File: config.mk
export PLATFORM = sky130hd
export DESIGN_NAME = delay_line_scheduler
export DESIGN_NICKNAME = d
export VERILOG_FILES = /design/src/rtl/delay_sched_pkg.sv /design/src/rtl/delay_line_scheduler_rr_arbiter.sv /design/src/rtl/delay_line_scheduler.sv
export SDC_FILE = /design/constraint.sdc
export NUM_CORES = 1
export LEC_CHECK = 0
export CAP_MARGIN = 10
export CELL_PAD_IN_SITES_DETAIL_PLACEMENT = 1
export CELL_PAD_IN_SITES_GLOBAL_PLACEMENT = 2
export CORE_MARGIN = 2
export CORE_UTILIZATION = 19
export CTS_CLUSTER_DIAMETER = 200
export CTS_CLUSTER_SIZE = 40
export DETAILED_ROUTE_END_ITERATION = 8
export GPL_TIMING_DRIVEN = 0
export PLACE_DENSITY = 0.79
export SLEW_MARGIN = 20
export SYNTH_ARGS = -nofsm -noshare
export SYNTH_HDL_FRONTEND = slang
export SYNTH_SLANG_ARGS = --single-unit
File: constraint.sdc
create_clock -name clk -period 4.65 [get_ports clk]
set_clock_uncertainty 0.05 [all_clocks]
set_input_delay 0.93 -clock clk [delete_from_list [all_inputs] [get_ports clk]]
set_output_delay 0.93 -clock clk [all_outputs]
set_load 0.005 [all_outputs]
File: src/rtl/delay_sched_pkg.sv
// delay_sched_pkg: default sizing and tag-width helper for the delay line scheduler
package delay_sched_pkg;

    localparam int DEF_ELEMENT_WIDTH = 64;
    localparam int DEF_NUM_REQ       = 8;
    localparam int DEF_DELAY         = 2;

    function automatic int clog2(input int n);
        int r;
        r = 0;
        while ((1 << r) < n) r++;
        return (r < 1) ? 1 : r;
    endfunction

    localparam int DEF_TAG_WIDTH = clog2(DEF_NUM_REQ);

endpackage

File: src/rtl/delay_line_scheduler_rr_arbiter.sv
// rr_arbiter: combinational round-robin search starting at ptr, wrapping modulo NUM_REQ
module rr_arbiter import delay_sched_pkg::*; #(
    parameter int NUM_REQ   = DEF_NUM_REQ,
    parameter int TAG_WIDTH = clog2(NUM_REQ)
) (
    input  logic [NUM_REQ-1:0]   req,
    input  logic [TAG_WIDTH-1:0] ptr,
    input  logic                 enable,
    output logic [NUM_REQ-1:0]   grant,
    output logic [TAG_WIDTH-1:0] idx
);

    logic                 hit;
    logic [TAG_WIDTH-1:0] j;

    // first requester at or after ptr wins; only indices below NUM_REQ are ever visited
    always_comb begin
        grant = '0;
        idx   = '0;
        hit   = 1'b0;
        j     = '0;
        for (int k = 0; k < NUM_REQ; k++) begin
            j = TAG_WIDTH'((int'(ptr) + k) % NUM_REQ);
            if (!hit && req[j]) begin
                hit = 1'b1;
                idx = j;
            end
        end
        grant[idx] = enable && hit;
    end

endmodule

File: src/rtl/delay_line_scheduler.sv
// delay_line_scheduler: shares one fixed-latency element pipeline among round-robin arbitrated requesters
module delay_line_scheduler import delay_sched_pkg::*; #(
    parameter int ELEMENT_WIDTH = DEF_ELEMENT_WIDTH,
    parameter int NUM_REQ       = DEF_NUM_REQ,
    parameter int DELAY         = DEF_DELAY,
    parameter int TAG_WIDTH     = clog2(NUM_REQ)
) (
    input  logic                             clk,
    input  logic                             rst_n,
    input  logic [NUM_REQ-1:0]               req_valid,
    input  logic [NUM_REQ*ELEMENT_WIDTH-1:0] req_data,
    output logic [NUM_REQ-1:0]               req_ready,
    output logic                             out_valid,
    output logic [ELEMENT_WIDTH-1:0]         out_data,
    output logic [TAG_WIDTH-1:0]             out_tag,
    input  logic                             out_ready,
    output logic [3:0]                       inflight,
    output logic                             idle
);

    logic [DELAY-1:0]         sv;
    logic [ELEMENT_WIDTH-1:0] sd [DELAY];
    logic [TAG_WIDTH-1:0]     st [DELAY];
    logic [TAG_WIDTH-1:0]     ptr;
    logic [TAG_WIDTH-1:0]     idx;
    logic [ELEMENT_WIDTH-1:0] sel_data;
    logic                     advance;
    logic                     accept;
    logic                     pop;

    assign out_valid = sv[DELAY-1];
    assign out_data  = sd[DELAY-1];
    assign out_tag   = st[DELAY-1];
    assign advance   = !out_valid || out_ready;
    assign accept    = |(req_valid & req_ready);
    assign pop       = out_valid && out_ready;
    assign idle      = (inflight == 4'd0) && !(|req_valid);

    // grants are suppressed while reset is held so nothing looks accepted during reset
    rr_arbiter #(
        .NUM_REQ   (NUM_REQ),
        .TAG_WIDTH (TAG_WIDTH)
    ) u_arb (
        .req    (req_valid),
        .ptr    (ptr),
        .enable (advance && rst_n),
        .grant  (req_ready),
        .idx    (idx)
    );

    // select the granted lane's data; zero when nothing is granted
    always_comb begin
        sel_data = '0;
        for (int i = 0; i < NUM_REQ; i++)
            if (req_ready[i]) sel_data = req_data[i*ELEMENT_WIDTH +: ELEMENT_WIDTH];
    end

    // whole pipe shifts on advance and holds completely otherwise
    always_ff @(posedge clk or negedge rst_n) begin
        if (!rst_n) begin
            sv <= '0;
            for (int i = 0; i < DELAY; i++) begin
                sd[i] <= '0;
                st[i] <= '0;
            end
        end else if (advance) begin
            sv[0] <= accept;
            sd[0] <= sel_data;
            st[0] <= idx;
            for (int i = 1; i < DELAY; i++) begin
                sv[i] <= sv[i-1];
                sd[i] <= sd[i-1];
                st[i] <= st[i-1];
            end
        end
    end

    // round-robin pointer moves just past the lane that was accepted
    always_ff @(posedge clk or negedge rst_n) begin
        if (!rst_n) ptr <= '0;
        else if (accept) ptr <= (idx == TAG_WIDTH'(NUM_REQ - 1)) ? '0 : idx + 1'b1;
    end

    // occupancy tracks stage valids: accepts enter, pops leave
    always_ff @(posedge clk or negedge rst_n) begin
        if (!rst_n) inflight <= '0;
        else if (accept && !pop) inflight <= inflight + 4'd1;
        else if (pop && !accept) inflight <= inflight - 4'd1;
    end

endmodule

# Yosys cells after proc, flatten, opt, wreduce, memory -nomap -nowiden
# Index checks and enable logic that the tools add are counted.
[word_totals]
regBits = 143
inputBits = 523
output_inout_bits = 81
word_cells = 105
[classes]
n_addsub = 10
n_lt_le_gt_ge = 10
n_eq_ne = 1
muxes = 45
bitwise_logic = 2
reduce_logical = 30
[ops]
columns = ["op", "n"]
rows = [
  ["64-bit two-way mux", 8],
  ["3-bit by 4-bit < comparator with 1-bit output (second input constant)", 9],
  ["3-bit two-way mux", 9],
  ["1-bit binary-select mux with 3-bit select", 8],
  ["1-bit two-way mux", 17],
  ["8-bit bitwise AND", 2],
  ["8-bit OR reduction", 2],
  ["1-bit logical AND", 14],
  ["3-bit adder (second input constant)", 4],
  ["1-bit zero test", 11],
  ["4-bit two-way mux", 2],
  ["3-bit by 1-bit adder with 3-bit output (second input constant)", 2],
  ["3-bit by 2-bit adder with 3-bit output (second input constant)", 2],
  ["4-bit by 1-bit adder with 4-bit output (second input constant)", 1],
  ["4-bit zero test", 1],
  ["4-bit by 1-bit subtractor with 4-bit output (second input constant)", 1],
  ["1-bit demux with 3-bit select", 1],
  ["3-bit == test (second input constant)", 1],
  ["3-bit by 1-bit greater-or-equal comparator with 1-bit output (second input constant)", 1],
  ["2-bit nonzero test", 1],
  ["1-bit logical OR", 1],
]

# Depth between registers and ports, before layout
# Gate-level depths: netlist of the first run.
[depth]
depth_word = 37
ltp_mapped = 19
ltp_nobuf = 16

# By module
# Synthesis of the first run repeated with hierarchy kept, for this count alone.
[unflattened]
hier_cells = 1219
hier_area_um2 = 11164.5
[modules_own_cells]
columns = ["module", "n_inst", "cells_per_inst", "area_per_inst_um2"]
rows = [
  ["delay_line_scheduler", 1, 1109, 10133.5],
  ["rr_arbiter", 1, 110, 1031.0],
]

# Least setup slack after synthesis of the first run
# OpenSTA, ideal clock, no wires.
[synth_path]
kind = "register -> output"
startpoint = "reg ptr[1]"
endpoint = "out req_ready[7]"
t_arrival_ns = 3.638
setup_slack_ns = 0.032
path_stages_with_launch = 13
n_path_buf = 3
path_cell_list = "dfrtp_1 -> clkbuf_1 -> inv_1 -> ha_1 -> mux4_2 -> mux2i_1 -> nand2b_1 -> a2111o_1 -> a221o_1 -> or3_1 -> buf_2 -> buf_2 -> inv_1"
[synth_between]
elab_chain_cells = 29
[synth_lines]
columns = ["element", "line_no", "text"]
rows = [
  ["start: declaration", "delay_line_scheduler.sv:24", "logic [TAG_WIDTH-1:0] ptr;"],
  ["start signal: assignment", "delay_line_scheduler.sv:81", "else if (accept) ptr <= (idx == TAG_WIDTH'(NUM_REQ - 1)) ? '0 : idx + 1'b1;"],
  ["branches (longest 28 deep; another with 3-bit by 1-bit adder with 3-bit output)", "n/a", ""],
  ["8-bit bitwise AND (no source line) *", "n/a", ""],
  ["end: declaration", "delay_line_scheduler.sv:12", "output logic [NUM_REQ-1:0] req_ready,"],
]
# Mark *: on every way between the ends. The select of a mux whose other input is x is not followed.

# Worst setup path in the final report of the first run
[layout_path]
startpoint = "reg ptr[0]"
endpoint = "out req_ready[7]"
# Same word-level chain as after synthesis.

==> out/qor_table.md, run 1 <==
| Result | Reported |
|:---|:---|
| Clock tree from TritonCTS | done |
| Number of pins exceeding their max-slew limit in the final report | 0 |
| Layout Area Growth over Synthesis | 80.0% |
| Pin count of the biggest net entering global routing | 80 |
| Most instantiated flip-flop cell in the synthesis netlist | dfrtp_1 |
| Number of enable-type register cells in the synthesized netlist | 0 |
| Start of the worst register-to-register path | ptr[0] |
| Number of cells on the worst reg-to-reg path | 17 |
| CP arrival | 3960 ps |
| Worst IR Drop VDD | 0.378 mV |
| Reg-to-reg slack, setup | 70 ps |
| Sequential-to-total area share from yosys stat | 33.0% |
| Cell chosen for the clock root | clkbuf_16 |
| Number of nets in the layout | 2524 |
| Number of rows in the core area | 87 |
| Cell with the most instances on the worst path | buf_6 |
| Total detailed-routing wirelength | 67800 microns |
| Clock latency reported for the late side of the worst-skew pair | 490 ps |
| Clk slew on worst S/H paths | 70 ps |
| Final Hold Viols | 0 |
| Worst setup slack after placement | -1900 ps |
| Gr usage total | 22.7% |
| Lkg Pwr | 8.04 nW |
| Total power density per cell area | 860 mW/mm^2 |
| Number of distinct library cells after synthesis | 60 |
| Area used by multi-input combinational logic | 0.00659 sq mm |
| Count of TritonRoute iterations in the first routing pass | 7 |
| Cell Area, Synth | 0.0108 sq mm |
| Max frequency | 202 MHz |
| Instance count of the mapped netlist | 1310 |
| Async S/R FF share, synth | 100% |
| Total nets after synthesis | 1839 |
| RR Endpoint | sd[93] |
| Worst-path maximum fanout | 7 |
| Final-layout worst hold slack | 311 ps |
| Remaining Overflow, GRT | 0 |
| CP startpoint kind | flip-flop |
| Proportion of layout cells with a drive suffix above 1 | 15.8% |
| DRT antenna net count | 0 |
| Last weighted congestion value of the routability-driven placer | 0.894 |
| Number of warnings issued by yosys | 0 |
| Number of global-route vias before repair | 14400 |
| H-Tree Level Count | 4 |
| Highest cell delay on the worst timing path | 540 ps |
| Synthesized area divided by synthesized cell count | 8.28 sq um |
| Wire length of the first global-routing pass | 97500 microns |
| Tightest slew margin relative to the limit | 34.1% |
| Initial standard-cell utilization of the core | 19.2% |
| Critical path class | reg2out |
| # DRC | 0 |
| Num ports | 604 |
| Sum of net half-perimeters after detailed placement | 53000 microns |
| Detailed-route wire length per cell | 24.5 microns |
| Final clock period utilization by the worst path | 106% |
| Leading cell type in the layout, fill and taps excluded | clkdlybuf4s50_1 |
| Die boundary height | 243 microns |
| #FFs+latches synth | 143 |
| Aggregate negative setup slack | -1150 ps |
| Count of vias placed by the detailed router | 13000 |
| Fin worst setup slack | -293 ps |
| Commonest non-fill, non-tap cells in the layout | clkdlybuf4s50_1, nand2_1, dfrtp_1 |
| Maximum number of buffers from clock root to sink | 2 |
| Kind of path behind the tightest hold check | in2async |
| Slew of the pin with the lowest slew margin | 988 ps |
| Number of clock buffers inserted by TritonCTS | 17 |
| Overall die width | 243 microns |
| Crit path capture type | primary output |
| Number of maximum-capacitance violations | 0 |
| Core box area | 0.0564 sq mm |
| Footprint of the flip-flops and latches | 0.00358 sq mm |
| Number of vias per cell after detailed routing | 4.72 |
| Number of filler cells placed in the layout | 6664 |
| RSZ-0062 raised after global routing | yes |
| DRC violation total after the first TritonRoute iteration | 563 |
| Series of cell instances along the critical path | buf_6 > buf_8 > clkinvlp_4 > ha_4 > buf_12 > mux2i_4 > mux4_2 > o221a_4 > and4b_2 > a221o_4 > buf_6 > or3_4 > inv_2 > buf_6 |
| Slowest stage cell on the critical path | mux4_2 |
| Number of antenna violations at the first check in global routing | 5 |
| Outcome | finished with violations |
| Count of clock tree sinks | 143 |
| Number of buffer cells added on primary ports | 603 |
| Data required time of the worst path | 3670 ps |
| Core utilization of the finished layout | 34.6% |
| Violations in the final reports | setup timing |
| DIE AREA | 0.0590 sq mm |
| Pwr Total | 16.8 mW |
| Total of hold buffers inserted after clock tree synthesis | 0 |
| Minimum clock period | 4940 ps |
| Setup-failing EPs final | 8 |
state kept, by name, summed over array words and instances, names as in the netlist:
signal	flops
inflight	4
out_data	64
out_tag	3
ptr	3
sd	64
st	3
sv	2
per-stage QoR:
stage               instance area, sq um  cells
floorplan                          10800   1310
global placement                   17800   2669
detailed placement                 17900   2670
CTS                                19400   2760
global route                       19500   2764
finish                             19500   2765
area by class of cell:
type | count | share of cell area [%]
inverters | 9 | 0.237
well taps | 756 | 4.85
repair buffers | 673 | 33.8
multi-input cells | 979 | 33.8
diodes | 1 | 0.0128
clock buffers | 19 | 2.32
clock inverters | 13 | 0.949
flip-flops and latches | 143 | 18.3
plain buffers | 172 | 5.68
where the power goes:
part	internal, mW	switching, mW	leakage (nW)
clock network	0.924	0.623	0.298
logic	5.63	7.39	5.96
registers	1.85	0.367	1.78
total	8.41	8.38	8.04
cells by family (layout without fill, tap and decap cells):
family                     after synthesis  count (layout)  synth area share (%)
and+or+nand+nor                        509             509                  20.5
AOI/OAI and AO/OA                      361             361                  25.2
buffers and inverters                  188             886                  9.72
DFF                                    143             143                  33.0
muxes                                   94              94                  10.1
xor gates and xnor gates                 9               9                 0.727
adders and majority gates                6               6                 0.762
other                                    0               1                     0
critical path: cells and delay by family (launching register included):
kind	cells	cell delay, ps
AOI/OAI and AO/OA	2	650
and+or+nand+nor	2	670
muxes	2	730
DFF	1	370
buffers and inverters	7	760
adders and majority gates	1	280
synthesized netlist by cell type (2+ instances only):
cell       count  area share, %
a221o_1        2           0.18
a2bb2oi_1      2           0.16
buf_6          5           0.52
a22o_1         2           0.16
nor2_1       134            4.6
ha_1           5           0.58
o221a_2        2           0.21
buf_2         26            1.2
a21o_1         2           0.14
buf_4         74            5.1
mux2_2         5           0.52
o21ai_0       11           0.51
mux2i_1       77            7.1
nand3_1        4           0.18
o21a_1        63            4.4
a32oi_1        2           0.16
xnor2_1        7           0.57
dfrtp_1      143             33
nor2b_1        4           0.23
nand2_1      219            7.6
o2bb2ai_1     65            5.3
mux4_2        11            2.3
xor2_1         2           0.16
clkbuf_1      68            2.4
a221oi_2      11            1.5
or3_1          2           0.12
and3_1         2           0.12
nand2b_1       4           0.23
a21oi_1       68            3.1
a221oi_1      52            4.2
inv_1          8           0.28
buf_1          6           0.21
and2_1        64            3.7
nor3_1        68            3.1
o22ai_1       65            3.8
worst max-delay path by stage:
stage	from	to
2_1_floorplan	ptr[1]	req_ready[7]
3_3_place_gp	rst_n	req_ready[6]
3_5_place_dp	req_valid[4]	req_ready[6]
4_1_cts	ptr[0]	req_ready[7]
5_1_grt	ptr[0]	req_ready[7]
6_report	ptr[0]	req_ready[7]
timing repair:
item | 4_1_cts | 5_1_grt
setup endpoints to repair | 80 | 68
resized for setup | 147 | 48
setup buffers | 61 | 9
pin swaps | 20 | 14
endpoints found under the hold margin | 0 | 0
routing by layer:
layer / GRT usage, % / share of wire, %
met4: 6.35 / 2.5
met2: 41.4 / 51
met1: 26.4 / 41
met5: 0 / 0
met3: 5.03 / 5.5
Power figures use the tool's default switching activity.
==> inputs of run 2 (changes only) <==
--- a/config.mk
+++ b/config.mk
@@ -5,7 +5,7 @@
 export SDC_FILE = /design/constraint.sdc
 export NUM_CORES = 1
 export LEC_CHECK = 0
-export CAP_MARGIN = 10
+export CAP_MARGIN = 30
 export CELL_PAD_IN_SITES_DETAIL_PLACEMENT = 1
 export CELL_PAD_IN_SITES_GLOBAL_PLACEMENT = 2
 export CORE_MARGIN = 2
==> run 2 against run 1 <==
Net effect:
- the run still ends with setup timing left
- non-clock buffer count is 7 lower
- clock power is 9% lower
- highest routed layer unchanged
- die area stayed put
- critical path depth stayed put
- flip-flop and latch count stayed put
- design area is 0.44% lower
- global-route usage is 0.10 points lower
- largest power group unchanged
- maximum frequency is 0.20% higher
- sequential power hardly changed
- register-to-register slack better by 30 ps
- cell count is 0.22% lower
==> out/qor_table.md, run 2 (synthesized netlist as in run 1, its figures left out) <==
| Result | Reported |
|:---|:---|
| Total of hold buffers inserted after clock tree synthesis | 0 |
| Finished Cell Area | 0.0194 sq mm |
| Lkg Pwr | 7.97 nW |
| Critical path class | reg2out |
| Detailed-route wire length per cell | 24.5 microns |
| Max frequency | 203 MHz |
| Slew of the pin with the lowest slew margin | 788 ps |
| Core utilization of the finished layout | 34.5% |
| Initial standard-cell utilization of the core | 19.2% |
| Number of rows in the core area | 87 |
| Clock tree from TritonCTS | done |
| Area used by multi-input combinational logic | 0.00657 sq mm |
| Maximum number of buffers from clock root to sink | 2 |
| Minimum clock period | 4930 ps |
| Die boundary height | 243 microns |
| Worst-path maximum fanout | 3 |
| Count of vias placed by the detailed router | 13000 |
| Outcome | finished with violations |
| RSZ-0062 raised after global routing | yes |
| Fin worst setup slack | -283 ps |
| Pin count of the biggest net entering global routing | 80 |
| Clk slew on worst S/H paths | 70 ps |
| Cell chosen for the clock root | clkbuf_16 |
| Gr usage total | 22.6% |
| Start of the worst register-to-register path | ptr[0] |
| Total detailed-routing wirelength | 67500 microns |
| Overall die width | 243 microns |
| CP arrival | 3950 ps |
| Number of pins exceeding their max-slew limit in the final report | 0 |
| Final-layout worst hold slack | 326 ps |
| Post-placement cell area | 0.0179 sq mm |
| Count of clock tree sinks | 143 |
| DIE AREA | 0.0590 sq mm |
| # DRC | 0 |
| Wire length of the first global-routing pass | 97000 microns |
| Number of filler cells placed in the layout | 6648 |
| Last weighted congestion value of the routability-driven placer | 0.894 |
| CP Launch Point | ptr[0] |
| Tightest slew margin relative to the limit | 47.3% |
| Final clock period utilization by the worst path | 106% |
| Layout Area Growth over Synthesis | 79.2% |
| Setup-failing EPs final | 8 |
| Remaining Overflow, GRT | 0 |
| Footprint of the flip-flops and latches | 0.00358 sq mm |
| Number of antenna violations at the first check in global routing | 5 |
| Crit path capture type | primary output |
| CP startpoint kind | flip-flop |
| Violations in the final reports | setup timing |
| Total power density per cell area | 855 mW/mm^2 |
| Number of maximum-capacitance violations | 0 |
| Kind of path behind the tightest hold check | in2async |
| Proportion of layout cells with a drive suffix above 1 | 15.3% |
| Num ports | 604 |
| Data required time of the worst path | 3670 ps |
| Leading cell type in the layout, fill and taps excluded | clkdlybuf4s50_1 |
| Number of buffer cells added on primary ports | 603 |
| Core box area | 0.0564 sq mm |
| H-Tree Level Count | 4 |
| Sum of net half-perimeters after detailed placement | 53400 microns |
| Number of global-route vias before repair | 14400 |
| Final Hold Viols | 0 |
| Aggregate negative setup slack | -1400 ps |
| Clock latency reported for the late side of the worst-skew pair | 480 ps |
| DRC violation total after the first TritonRoute iteration | 576 |
| Worst IR Drop VDD | 0.321 mV |
| Number of vias per cell after detailed routing | 4.70 |
| DRT antenna net count | 0 |
| Number of nets in the layout | 2517 |
| Pwr Total | 16.6 mW |
| Commonest non-fill, non-tap cells in the layout | clkdlybuf4s50_1, nand2_1, dfrtp_1 |
| Count of TritonRoute iterations in the first routing pass | 4 |
| Number of clock buffers inserted by TritonCTS | 17 |
-- run 2: changes by cell type in the layout (fill, tap and decap cells not counted), moves of 2 or more --
cell	change
nor3_1	+2
a221oi_2	-2
buf_8	+3
clkbuf_1	+2
clkinv_2	+2
bufinv_16	-2
buf_4	-10
dlygate4sd2_1	+2
-- run 2: worst paths after layout --
| check | end | slack (ps) | cells past startpoint |
|---|---|---|---|
| worst min register to register | out_data[4] | 420 | 2 |
| worst min-delay path | sd[88] | 330 | 1 |
| worst max register to register | sd[109] | 100 | 17 |
| max in group asynchronous | sd[118] | 3320 | 2 |
| min in group clk | out_data[4] | 420 | 2 |
| worst max-delay path | req_ready[7] | -280 | 14 |
-- run 2: per-layer routing --
metal,GRT usage (%),vias to the layer above,share of wire [%]
li1,-,6010,-
met1,25.9,6379,40
met2,40.1,482,50
met3,5.35,110,5.8
met4,9.09,0,3.6
met5,0,-,0
-- run 2: area by class of cell --
class | count | area share (%)
inverters | 9 | 0.283
clock buffers | 18 | 2.26
clock inverters | 14 | 0.734
multi-input cells | 979 | 33.8
diodes | 2 | 0.0258
repair buffers | 665 | 33.7
plain buffers | 173 | 5.85
flip-flops and latches | 143 | 18.4
well taps | 756 | 4.87
-- run 2: where the power goes --
part | total [mW] | switching, mW | internal [mW]
Combinational | 13.0 | 7.36 | 5.61
Clock | 1.41 | 0.616 | 0.798
Sequential | 2.22 | 0.369 | 1.85
Total | 16.6 | 8.35 | 8.26
-- run 2: through the flow --
step | setup slack [ps] | std cells
2_1_floorplan | 32.0 | 1310
3_3_place_gp | -5540 | 2669
3_5_place_dp | -1900 | 2674
4_1_cts | -275 | 2753
5_1_grt | -373 | 2758
6_report | -283 | 2759
-- run 2: what timing repair did --
| item | in CTS | in global routing |
|---|---|---|
| resized for setup | 136 | 56 |
| endpoints found under the setup margin | 80 | 69 |
| buffers inserted | 52 | 7 |
| pin swaps | 20 | 6 |
-- run 2: critical path: stages, from the launching register on --
cell and delay (ps):
dfrtp_1 380, buf_6 120, buf_8 90, clkinvlp_4 100
ha_4 310, mux4_2 570, mux2i_4 180, nand2b_1 80
a2111o_1 440, a221o_4 400, buf_6 140, or3_4 380
buf_12 150, clkinv_4 40, buf_6 80
==> RTL change: new RTL, flow settings as in run 1 <==
`DEF_NUM_REQ`: 8 -> 12.
--- a/src/rtl/delay_sched_pkg.sv
+++ b/src/rtl/delay_sched_pkg.sv
@@ -2,7 +2,7 @@
 package delay_sched_pkg;
 
     localparam int DEF_ELEMENT_WIDTH = 64;
-    localparam int DEF_NUM_REQ       = 8;
+    localparam int DEF_NUM_REQ       = 12;
     localparam int DEF_DELAY         = 2;
 
     function automatic int clog2(input int n);
Interface: changed (resized out_tag, req_data, req_ready and req_valid); port bits go from 604 to 869. The function was not compared with the original's and may differ.
==> RTL change against run 1 <==
The flow still finishes with violations (setup timing). Worst setup slack got worse by 2.2 ns. Routed wire length up 130%. Final area is 62% higher. Die area grew 43%. Sequential cell count rose by 3. Synthesized area up 43%. Critical path type is now reg -> reg. Critical endpoint is now inflight[3].
Power is left out: the tool's default activity adds up to more than one toggle a clock period on the data nets, which glitch-free logic cannot reach.
==> RTL change: results (changes against run 1) <==
| Metric | Value |
|---|---|
| Status | `finished, violations left` |
| Failing checks | `setup timing` |
| Met1 WL | `59.3 mm (+110%)` |
| Syn_nets | `2972 (+62%)` |
| First-pass GRT wire length | `208 mm (+110%)` |
| CTS H-Tree Depth | `4 (unchanged)` |
| Leading post-synthesis cells by cell area | `dfrtp_1 (23%), nand2_1 (8.8%), nor2_1 (6.5%)` |
| Post-synth top cells | `nand2_1 (363), nor2_1 (271), dfrtp_1 (146)` |
| 1st-pass router iterations | `5 (-2)` |
| Post-DP Area | `0.0261 sq mm (+46%)` |
| Final Wtd Congestion | `1.01 (+13%)` |
| Met3 Routed Length | `12.6 mm (+240%)` |
| Mapped Cells | `2149 (+64%)` |
| Critical path arrival | `7.44 ns (+3.48 ns)` |
| Met3 Use GR | `0.0816 (+0.0313)` |
| Largest net degree at the start of global routing | `75 (-6.3%)` |
| Fillers | `9515 (+43%)` |
| Setup ws final | `-2.47 ns (-2.17 ns)` |
| DR iter-0 viols | `2019 (+260%)` |
| Worst-path clk slew | `0.09 ns (+0.02 ns)` |
| Post-cts sizing count | `587 (+300%)` |
| Share of layout cells above drive strength 1 | `0.246 (+0.0884)` |
| Count of final setup violators | `89 (+81)` |
| Asr flop ratio synth | `1.00 (unchanged)` |
| WHS | `0.148 ns (-0.163 ns)` |
| Vias after detailed routing | `24300 (+86%)` |
| Initial antenna violation count | `110 (+105)` |
| NumNets Final | `4034 (+60%)` |
| Slowest stage delay, CP | `0.48 ns (-0.06 ns)` |
| Fin cells | `4364 (+58%)` |
| Slew margin rel. | `0.202 (-0.139)` |
| I/O Buffers | `868 (+44%)` |
| Unique masters post-synth | `101 (+68%)` |
| Worst-path fanout max | `8 (+1)` |
| Pre-CTS setup slack | `-4.23 ns (-2.33 ns)` |
| Wire length on met2 | `75.1 mm (+120%)` |
| CTS Buffer Depth | `2 (unchanged)` |
| HPWL reported at the end of detailed placement | `126 mm (+140%)` |
| Slowest cell on crit path | `dfrtp_2` |
| Synth Flop Type | `dfrtp_1` |
| Placed Instances | `4079 (+53%)` |
| Met1 Usage GRT | `0.417 (+0.153)` |
| Global Route Usage Sum | `0.360 (+0.133)` |
| WL/cell | `36.2 um (+47%)` |
| M2 GR Usage | `0.598 (+0.183)` |
| Uppermost routed layer | `met5` |
| Seq/Total Area, Yosys | `0.235 (-0.0951)` |
| Setup Buffers After CTS | `133 (+120%)` |
RTL change: changes by cell type in the layout (fill, tap and decap cells not counted), sizes merged, moves of 61 or more:
cell           before  now
buf               183  340
nor2              135  273
diode               1   80
nand2             220  363
nand3               4  126
o2bb2ai            65    1
clkdlybuf4s50     586  855
a31oi               0   61
RTL change: layout make-up:
class,count,area (sq um),share of cell area
multi-input combinational,1707,12800,0.406
timing repair buffer,1051,10600,0.334
sequential,146,3660,0.116
buffer,257,2290,0.0724
tap,1060,1330,0.0420
clock buffer,20,457,0.0145
antenna,80,200,0.00634
inverter,31,186,0.00590
clock inverter,12,97.6,0.00309
RTL change: final timing paths:
check                              from  cells after the start           end
max reg2reg                      ptr[2]                     35   inflight[3]
min                               rst_n                      1   inflight[2]
max                              ptr[2]                     35   inflight[3]
max in group asynchronous         rst_n                      3   out_data[2]
min in group clk           out_data[40]                      2  out_data[40]
min reg2reg                out_data[40]                      2  out_data[40]
RTL change: critical path: cells and delay by family, from the launching register on:
kind	cells	cell delay [ns]
simple gates	7	1.54
compound gates	8	1.65
fa+ha+maj	6	1.10
mux	2	0.62
xor+xnor	3	0.59
flops	1	0.48
buf+inv	9	0.97
RTL change: cells by family (layout without fill, tap and decap cells):
kind of cell             count (synthesis)  count (layout)  synth area share
multiplexers                            36              36            0.0326
adder cells (fa/ha/maj)                 40              40            0.0327
AO/OA/AOI/OAI                          667             667             0.323
AND/OR/NAND/NOR                        947             947             0.271
flip-flops                             146             146             0.235
XOR/XNOR                                17              17            0.0115
buffers and inverters                  296            1371            0.0944
other                                    0              80                 0
RTL change: stage by stage:
stage	setup TNS [ns]	util
finish	-171.07	0.391
floorplan	-105.49	-
CTS	-163.28	0.374
detailed placement	-291.94	0.323
global placement	-1226.10	0.322
global route	-180.84	0.390
